$ cat src/rtl/keypad_scan.sv
// 4x4 matrix keypad scanner: drives columns one at a time (active-low), samples
// active-low rows, and debounces whole scan frames into single key events.
module keypad_scan #(
    parameter int DEBOUNCE_FRAMES = 4,
    parameter int CNT_W           = 3
) (
    input  logic       clk_div,
    input  logic       reset,
    input  logic [3:0] keypad_row,
    output logic [3:0] keypad_col,
    output logic       key_valid,
    output logic [3:0] key_code,
    output logic       key_held
);

    typedef enum logic [1:0] {
        IDLE     = 2'd0,
        PRESS_DB = 2'd1,
        HELD     = 2'd2,
        REL_DB   = 2'd3
    } state_t;

    localparam logic [CNT_W-1:0] N_FRAMES = CNT_W'(DEBOUNCE_FRAMES);
    localparam logic [CNT_W-1:0] CNT_ONE  = CNT_W'(1);
    localparam logic [CNT_W-1:0] CNT_ZERO = CNT_W'(0);

    logic [1:0]       r_col_idx;
    logic [3:0]       r_col_drive;
    logic             r_hit;
    logic [3:0]       r_cand;
    state_t           r_state;
    logic [CNT_W-1:0] r_cnt;
    logic [3:0]       r_stored;
    logic [3:0]       r_code;
    logic             r_valid;
    logic             r_held;

    logic             w_row_hit;
    logic [1:0]       w_row_sel;
    logic             w_frame_end;
    logic             w_frame_hit;
    logic [3:0]       w_frame_cand;
    logic [1:0]       w_col_next;
    state_t           w_state_nxt;
    logic [CNT_W-1:0] w_cnt_nxt;
    logic [CNT_W-1:0] w_cnt_inc;
    logic [3:0]       w_stored_nxt;
    logic [3:0]       w_code_nxt;
    logic             w_pulse;

    assign keypad_col = r_col_drive;
    assign key_valid  = r_valid;
    assign key_code   = r_code;
    assign key_held   = r_held;

    assign w_frame_end = (r_col_idx == 2'd3);
    assign w_col_next  = r_col_idx + 2'd1;
    assign w_row_hit   = (keypad_row != 4'b1111);
    assign w_cnt_inc   = r_cnt + CNT_ONE;
    // A hit already latched this frame outranks the current column's sample.
    assign w_frame_hit  = r_hit | w_row_hit;
    assign w_frame_cand = r_hit ? r_cand : {w_row_sel, r_col_idx};

    // Lowest-numbered low row in the column currently driven.
    always_comb begin
        w_row_sel = 2'd0;
        if (!keypad_row[0]) begin
            w_row_sel = 2'd0;
        end else if (!keypad_row[1]) begin
            w_row_sel = 2'd1;
        end else if (!keypad_row[2]) begin
            w_row_sel = 2'd2;
        end else if (!keypad_row[3]) begin
            w_row_sel = 2'd3;
        end else begin
            w_row_sel = 2'd0;
        end
    end

    // Column counter and registered active-low column drive.
    always_ff @(posedge clk_div or negedge reset) begin
        if (!reset) begin
            r_col_idx   <= 2'd0;
            r_col_drive <= 4'b0111;
        end else begin
            r_col_idx   <= w_col_next;
            r_col_drive <= ~(4'b1000 >> w_col_next);
        end
    end

    // Per-frame candidate: first hit in scan order, cleared at frame end.
    always_ff @(posedge clk_div or negedge reset) begin
        if (!reset) begin
            r_hit  <= 1'b0;
            r_cand <= 4'd0;
        end else if (w_frame_end) begin
            r_hit  <= 1'b0;
            r_cand <= 4'd0;
        end else if (!r_hit && w_row_hit) begin
            r_hit  <= 1'b1;
            r_cand <= {w_row_sel, r_col_idx};
        end else begin
            r_hit  <= r_hit;
            r_cand <= r_cand;
        end
    end

    // Debounce next-state; only a frame-end edge can move the FSM.
    always_comb begin
        w_state_nxt  = r_state;
        w_cnt_nxt    = r_cnt;
        w_stored_nxt = r_stored;
        w_code_nxt   = r_code;
        w_pulse      = 1'b0;
        if (w_frame_end) begin
            case (r_state)
                IDLE: begin
                    if (w_frame_hit) begin
                        w_stored_nxt = w_frame_cand;
                        if (N_FRAMES == CNT_ONE) begin
                            w_state_nxt = HELD;
                            w_cnt_nxt   = CNT_ZERO;
                            w_code_nxt  = w_frame_cand;
                            w_pulse     = 1'b1;
                        end else begin
                            w_state_nxt = PRESS_DB;
                            w_cnt_nxt   = CNT_ONE;
                        end
                    end else begin
                        w_cnt_nxt = CNT_ZERO;
                    end
                end
                PRESS_DB: begin
                    if (!w_frame_hit) begin
                        w_state_nxt = IDLE;
                        w_cnt_nxt   = CNT_ZERO;
                    end else if (w_frame_cand != r_stored) begin
                        w_stored_nxt = w_frame_cand;
                        w_cnt_nxt    = CNT_ONE;
                    end else if (w_cnt_inc == N_FRAMES) begin
                        w_state_nxt = HELD;
                        w_cnt_nxt   = CNT_ZERO;
                        w_code_nxt  = r_stored;
                        w_pulse     = 1'b1;
                    end else begin
                        w_cnt_nxt = w_cnt_inc;
                    end
                end
                HELD: begin
                    if (w_frame_hit) begin
                        w_state_nxt = HELD;
                    end else if (N_FRAMES == CNT_ONE) begin
                        w_state_nxt = IDLE;
                        w_cnt_nxt   = CNT_ZERO;
                    end else begin
                        w_state_nxt = REL_DB;
                        w_cnt_nxt   = CNT_ONE;
                    end
                end
                REL_DB: begin
                    if (w_frame_hit) begin
                        w_state_nxt = HELD;
                        w_cnt_nxt   = CNT_ZERO;
                    end else if (w_cnt_inc == N_FRAMES) begin
                        w_state_nxt = IDLE;
                        w_cnt_nxt   = CNT_ZERO;
                    end else begin
                        w_cnt_nxt = w_cnt_inc;
                    end
                end
                default: begin
                    w_state_nxt = IDLE;
                    w_cnt_nxt   = CNT_ZERO;
                end
            endcase
        end else begin
            w_state_nxt = r_state;
        end
    end

    // Debounce state and registered key outputs.
    always_ff @(posedge clk_div or negedge reset) begin
        if (!reset) begin
            r_state  <= IDLE;
            r_cnt    <= CNT_ZERO;
            r_stored <= 4'd0;
            r_code   <= 4'd0;
            r_valid  <= 1'b0;
            r_held   <= 1'b0;
        end else begin
            r_state  <= w_state_nxt;
            r_cnt    <= w_cnt_nxt;
            r_stored <= w_stored_nxt;
            r_code   <= w_code_nxt;
            r_valid  <= w_pulse;
            r_held   <= (w_state_nxt == HELD) || (w_state_nxt == REL_DB);
        end
    end

endmodule

$ cat config.mk
export PLATFORM = sky130hd
export DESIGN_NAME = keypad_scan
export DESIGN_NICKNAME = d
export VERILOG_FILES = /design/src/rtl/keypad_scan.sv
export SDC_FILE = /design/constraint.sdc
export NUM_CORES = 1
export LEC_CHECK = 0
export BUFFER_PORTS_ARGS = -buffer_cell sky130_fd_sc_hd__buf_2
export CAP_MARGIN = 40
export CELL_PAD_IN_SITES_DETAIL_PLACEMENT = 0
export CELL_PAD_IN_SITES_GLOBAL_PLACEMENT = 1
export CORE_MARGIN = 3
export CORE_UTILIZATION = 35
export DETAILED_ROUTE_END_ITERATION = 7
export GPL_TIMING_DRIVEN = 0
export HOLD_SLACK_MARGIN = 0.06
export PLACE_DENSITY = 0.69
export SLEW_MARGIN = 20
export SYNTH_ARGS = -nofsm -noshare
export SYNTH_HDL_FRONTEND = slang
export SYNTH_SLANG_ARGS = --single-unit
export TNS_END_PERCENT = 10
$ cat constraint.sdc
create_clock -name clk_div -period 4.5 [get_ports clk_div]
set_input_delay 0.225 -clock clk_div [delete_from_list [all_inputs] [get_ports clk_div]]
set_output_delay 0.225 -clock clk_div [all_outputs]
set_load 0.03 [all_outputs]
[Word level (Yosys, flattened, before mapping)]
Index checks and enable logic that the tools add are counted.
Storage, ports and cells
  register bits: 26
  output and inout bits: 10
  bits of input ports: 6
Cells by class
  shift-type cells: 1
  equal/unequal tests: 13
  multiplexer cells: 34
  reduce and logical (&&, ||, !) cells: 9
  $add $sub $neg: 2
  bitwise operators: 3
Operator list (count)
  $mux W4: 6
  $mux W2: 11
  $mux W3: 5
  $pmux W3 S4: 1
  $eq A2 B2 Y1 const B: 5
  $reduce_and A5 Y1: 2
  $mux W1: 9
  $ne A2 B2 Y1 const B: 4
  $pmux W2 S4: 1
  $pmux W4 S2: 1
  $ne A4 B4 Y1: 1
  $ne A4 B4 Y1 const B: 1
  $not A4 Y4: 1
  $reduce_bool A2 Y1: 2
  $shr A4 B2 Y4 const A: 1
  $add A3 B1 Y3 const B: 1
  $eq A3 B3 Y1 const B: 1
  $add A2 B1 Y2 const B: 1
  $eq A2 B1 Y1 const B: 1
  $logic_not A2 Y1: 1
  $reduce_and A2 Y1: 1
  $logic_and A1 B1 Y1: 1
  $logic_not A1 Y1: 1
  $logic_or A1 B1 Y1: 1
  2 further kinds: 2

[Depth between registers and ports, before layout]
  word-level depth: 12
  gate-level depth with buffers: 8
  gate-level depth less buffers: 7

[Worst setup path before layout]
Ideal clock, no wire load.
  path type: register -> register
  from: reg r_cnt[0]
  to: reg r_code[0] (netlist: key_code[0])
  setup time: 0.125 ns
  cell stages (with the launch flop): 9
  period minus slack after synthesis: 1.963 ns
  slack: 2.537 ns
  arrival: 1.838 ns
  cells stage by stage: dfrtp_1 ha_1 nand2b_1 a21bo_2 nor2_2 nand4_1 or2_1 buf_6 mux2_4
On the way
  longest elaborated chain between the ends: 3
Ends and longest elaborated chain
  start: declaration: RTL line 32  | logic [CNT_W-1:0] r_cnt;
  start signal: assignment: RTL line 192  | r_cnt <= w_cnt_nxt;
  $add A3 B1 Y3: RTL line 59  | assign w_cnt_inc = r_cnt + CNT_ONE;
  $eq A3 B3 Y1: RTL line 140  | end else if (w_cnt_inc == N_FRAMES) begin
  $reduce_and A5 Y1 (no source line)
  end signal: assignment: RTL line 194  | r_code <= w_code_nxt;
  end: declaration: RTL line 34  | logic [3:0] r_code;
Every way passes these cells.
A chain may end at the register's enable or synchronous reset.

[Worst setup path after layout]
  from: reg r_cnt[0]
  to: reg r_code[3] (netlist: key_code[3])
The elaborated chain is that of the path after synthesis.

==> qor.txt <==
status = finished clean
I/O Buffers = 15
Post-Synth XOR/XNOR Area = 2.68%
Max VDD drop = 181 µV
crit path max fanout = 5
number of global-route vias before repair = 879
Num CTS Buffers = 3
Starting Density = 37.6%
routability cong. = 0.683
syn nets = 131
clk_skew = 0.00562 ns
clk root buf = clkbuf_8
I/O pin count = 16
Max-Cap Viols = 0
Max clock buf depth = 2
core box area = 3470 µm²
diodes inserted = 0
# Post-CTS Setup Buffers = 0
H-tree depth = 1
largest family of logic cells by synthesized area = compound AO/OA/AOI/OAI gates
fin crit period = 2.16 ns
share of cells above drive strength 1 = 27.9%
Filler Cell Count = 362
RSZ-0062 raised after global routing = no
commonest non-fill, non-tap cells in the layout = dfrtp_1 (23), buf_2 (15), inv_1 (10), ha_1 (9), nor2_1 (8)
Synth Warn # = 0
initial antenna violation count = 0
total number of vias = 891
Synth Area in Compound Gates = 12.2%
Final Hold Viols = 0
Final nets = 152
final core occ = 43.8%
Tcrit/Tclk final = 48.1%
dpl hpwl = 1.78 mm
most common cell after layout, fill and taps aside = dfrtp_1
antenna-violating nets left = 0
Max Transition Viols Final = 0
Yosys top cell by area = dfrtp_1
DRC = 0
PD cells = 386 nW/µm²
post-route setup TNS = 0 ns
floorplan row count = 21
Via-to-Cell Ratio = 4.90
Pre-Repair DR Iteration Count = 4
die height = 67.1 µm
Seq/Total Area, Yosys = 50.1%
Setup violations, final = 0
crit path kind = flip-flop to flip-flop
number of synthesized flops with an enable pin = 0
grt ovf = 0
Min-Delay Path Class = primary input to flip-flop
mux cell area share after synthesis = 10.6%
Sink Count = 26
die area = 4500 µm²
CTS tree = yes
WP data required = 4.66 ns
Simple-Gate Fraction of Synth Area = 10.5%
CP endpoint kind = flip-flop
post-synth top area share = 44.1%
Cell Count, Final, Fillers Out = 182
Post-Synthesis Cells = 116
Worst EP arrival = 2.32 ns
top cells by area, synth = dfrtp_1 (44%), ha_1 (8.6%), dfstp_2 (6.0%)
Synth Register Bits = 26
WL/cell = 13.3 µm
cell leakage power = 0.750 nW
wirelength, routed = 2.42 mm
Rel. slew slack = 60.7%
placed insts = 177
Yosys cell types = 34
Syn-to-layout area delta = 16.4%
Startpoint Class = flip-flop
syn_area_per_cell = 11.3 µm²
Synth Flop Type = dfrtp_1
pin count of the biggest net entering global routing = 27
Adder-Cell Fraction of Synth Area = 8.63%
Die Span X = 67.1 µm
Clock Latency Late Sink = 0.27 ns
global-route wire length before repair = 4.04 mm
Worst-Margin Slew = 0.589 ns
fmax = 0.462 GHz
async set-reset flop share out of synthesis = 100%
GRT Total Usage = 12.1%
clock-pin transition on the worst setup and hold timing paths = 0.09 ns
synthesized area = 1310 µm²
Starting DRT DRC Count = 39
==> cells in the mapped netlist, types with 3 or more instances <==
library cell	n
dfrtp_1	23
inv_1	10
ha_1	9
nor2_1	8
nand2_1	7
a31oi_1	5
o21ai_0	5
mux2_2	4
mux2_4	4
nand2b_1	4
xnor2_1	4
a21oi_1	3
dfstp_2	3
==> worst paths after layout <==
kind | from | depth (start not counted) | slack (ns) | to
setup / recovery | r_cnt[0]$_DFFE_PN0P_ | 8 | 2.34 | key_code[3]$_DFFE_PN0P_
min in group asynchronous | reset | 2 | 0.48 | key_code[1]$_DFFE_PN0P_
hold reg to reg | key_code[2]$_DFFE_PN0P_ | 1 | 0.52 | key_code[2]$_DFFE_PN0P_
hold / removal | keypad_row[1] | 2 | 0.18 | r_cand[2]$_DFFE_PN0P_
setup reg to reg | r_cnt[0]$_DFFE_PN0P_ | 8 | 2.34 | key_code[3]$_DFFE_PN0P_
max in group asynchronous | reset | 2 | 3.63 | r_state[0]$_DFF_PN0_
==> report_power, final <==
group / total, mW / internal (mW) / leakage, nW / switching [mW]
clock network: 0.195 / 0.119 / 0.0357 / 0.0763
logic: 0.109 / 0.0496 / 0.390 / 0.0598
registers: 0.281 / 0.259 / 0.325 / 0.0221
==> kinds of logic (layout without fill, tap and decap cells) <==
| logic type | Yosys count | in the layout |
|---|---|---|
| AND/OR/NAND/NOR | 28 | 28 |
| flip-flops | 26 | 26 |
| AO/OA/AOI/OAI | 24 | 24 |
| buffers and inverters | 14 | 34 |
| multiplexers | 11 | 11 |
| adder cells (fa/ha/maj) | 9 | 9 |
| XOR/XNOR | 4 | 4 |
==> worst max-delay path, stage by stage, from the launching register on <==
cell and delay (ns):
dfrtp_1 0.41, ha_1 0.21, nand2b_1 0.15, a21bo_2 0.23
nor2_2 0.21, nand4_1 0.16, or2_1 0.26, buf_6 0.14
mux2_4 0.29
==> cell type report <==
class	count	area (µm²)	area share (%)
plain buffers	3	26.3	1.73
clock buffers	3	41.3	2.72
clock inverters	1	30.0	1.98
inverters	11	41.3	2.72
multi-input cells	76	583	38.4
flip-flops and latches	26	654	43.1
well taps	46	57.6	3.79
repair buffers	16	85.1	5.60
==> flip-flops by register name, indices dropped and copies added, names as in the netlist <==
name,count
r_hit,1
r_col_idx,2
r_cand,4
key_code,4
r_state,2
r_stored,4
key_valid,1
keypad_col,4
key_held,1
r_cnt,3
==> repair_timing <==
item,CTS,global route
gates resized for setup,0,0
hold endpoints to repair,23,0
hold buffers,1,0
==> per-layer routing <==
| metal | wire, µm | vias to the layer above | track usage (%) |
|---|---|---|---|
| li1 | - | 436 | - |
| met1 | 1150 | 433 | 16.0 |
| met2 | 1160 | 20 | 19.1 |
| met3 | 91 | 2 | 2.02 |
| met4 | 26 | 0 | 5.32 |
| met5 | 0 | - | 0 |
==> per-stage QoR <==
step / power (mW) / hold slack [ns] / instance area [µm²] / setup WS (ns)
CTS: 0.592 / 0.171 / 1520 / 2.33
global route: 0.617 / 0.170 / 1520 / 2.22
detailed placement: 0.396 / 0.267 / 1440 / 2.34
finish: 0.586 / 0.181 / 1520 / 2.34
global placement: 0.391 / 0.261 / 1440 / 2.37
floorplan: 0.363 / -0.0706 / 1310 / 2.54
Note: power is estimated with default switching activity, not from simulation.
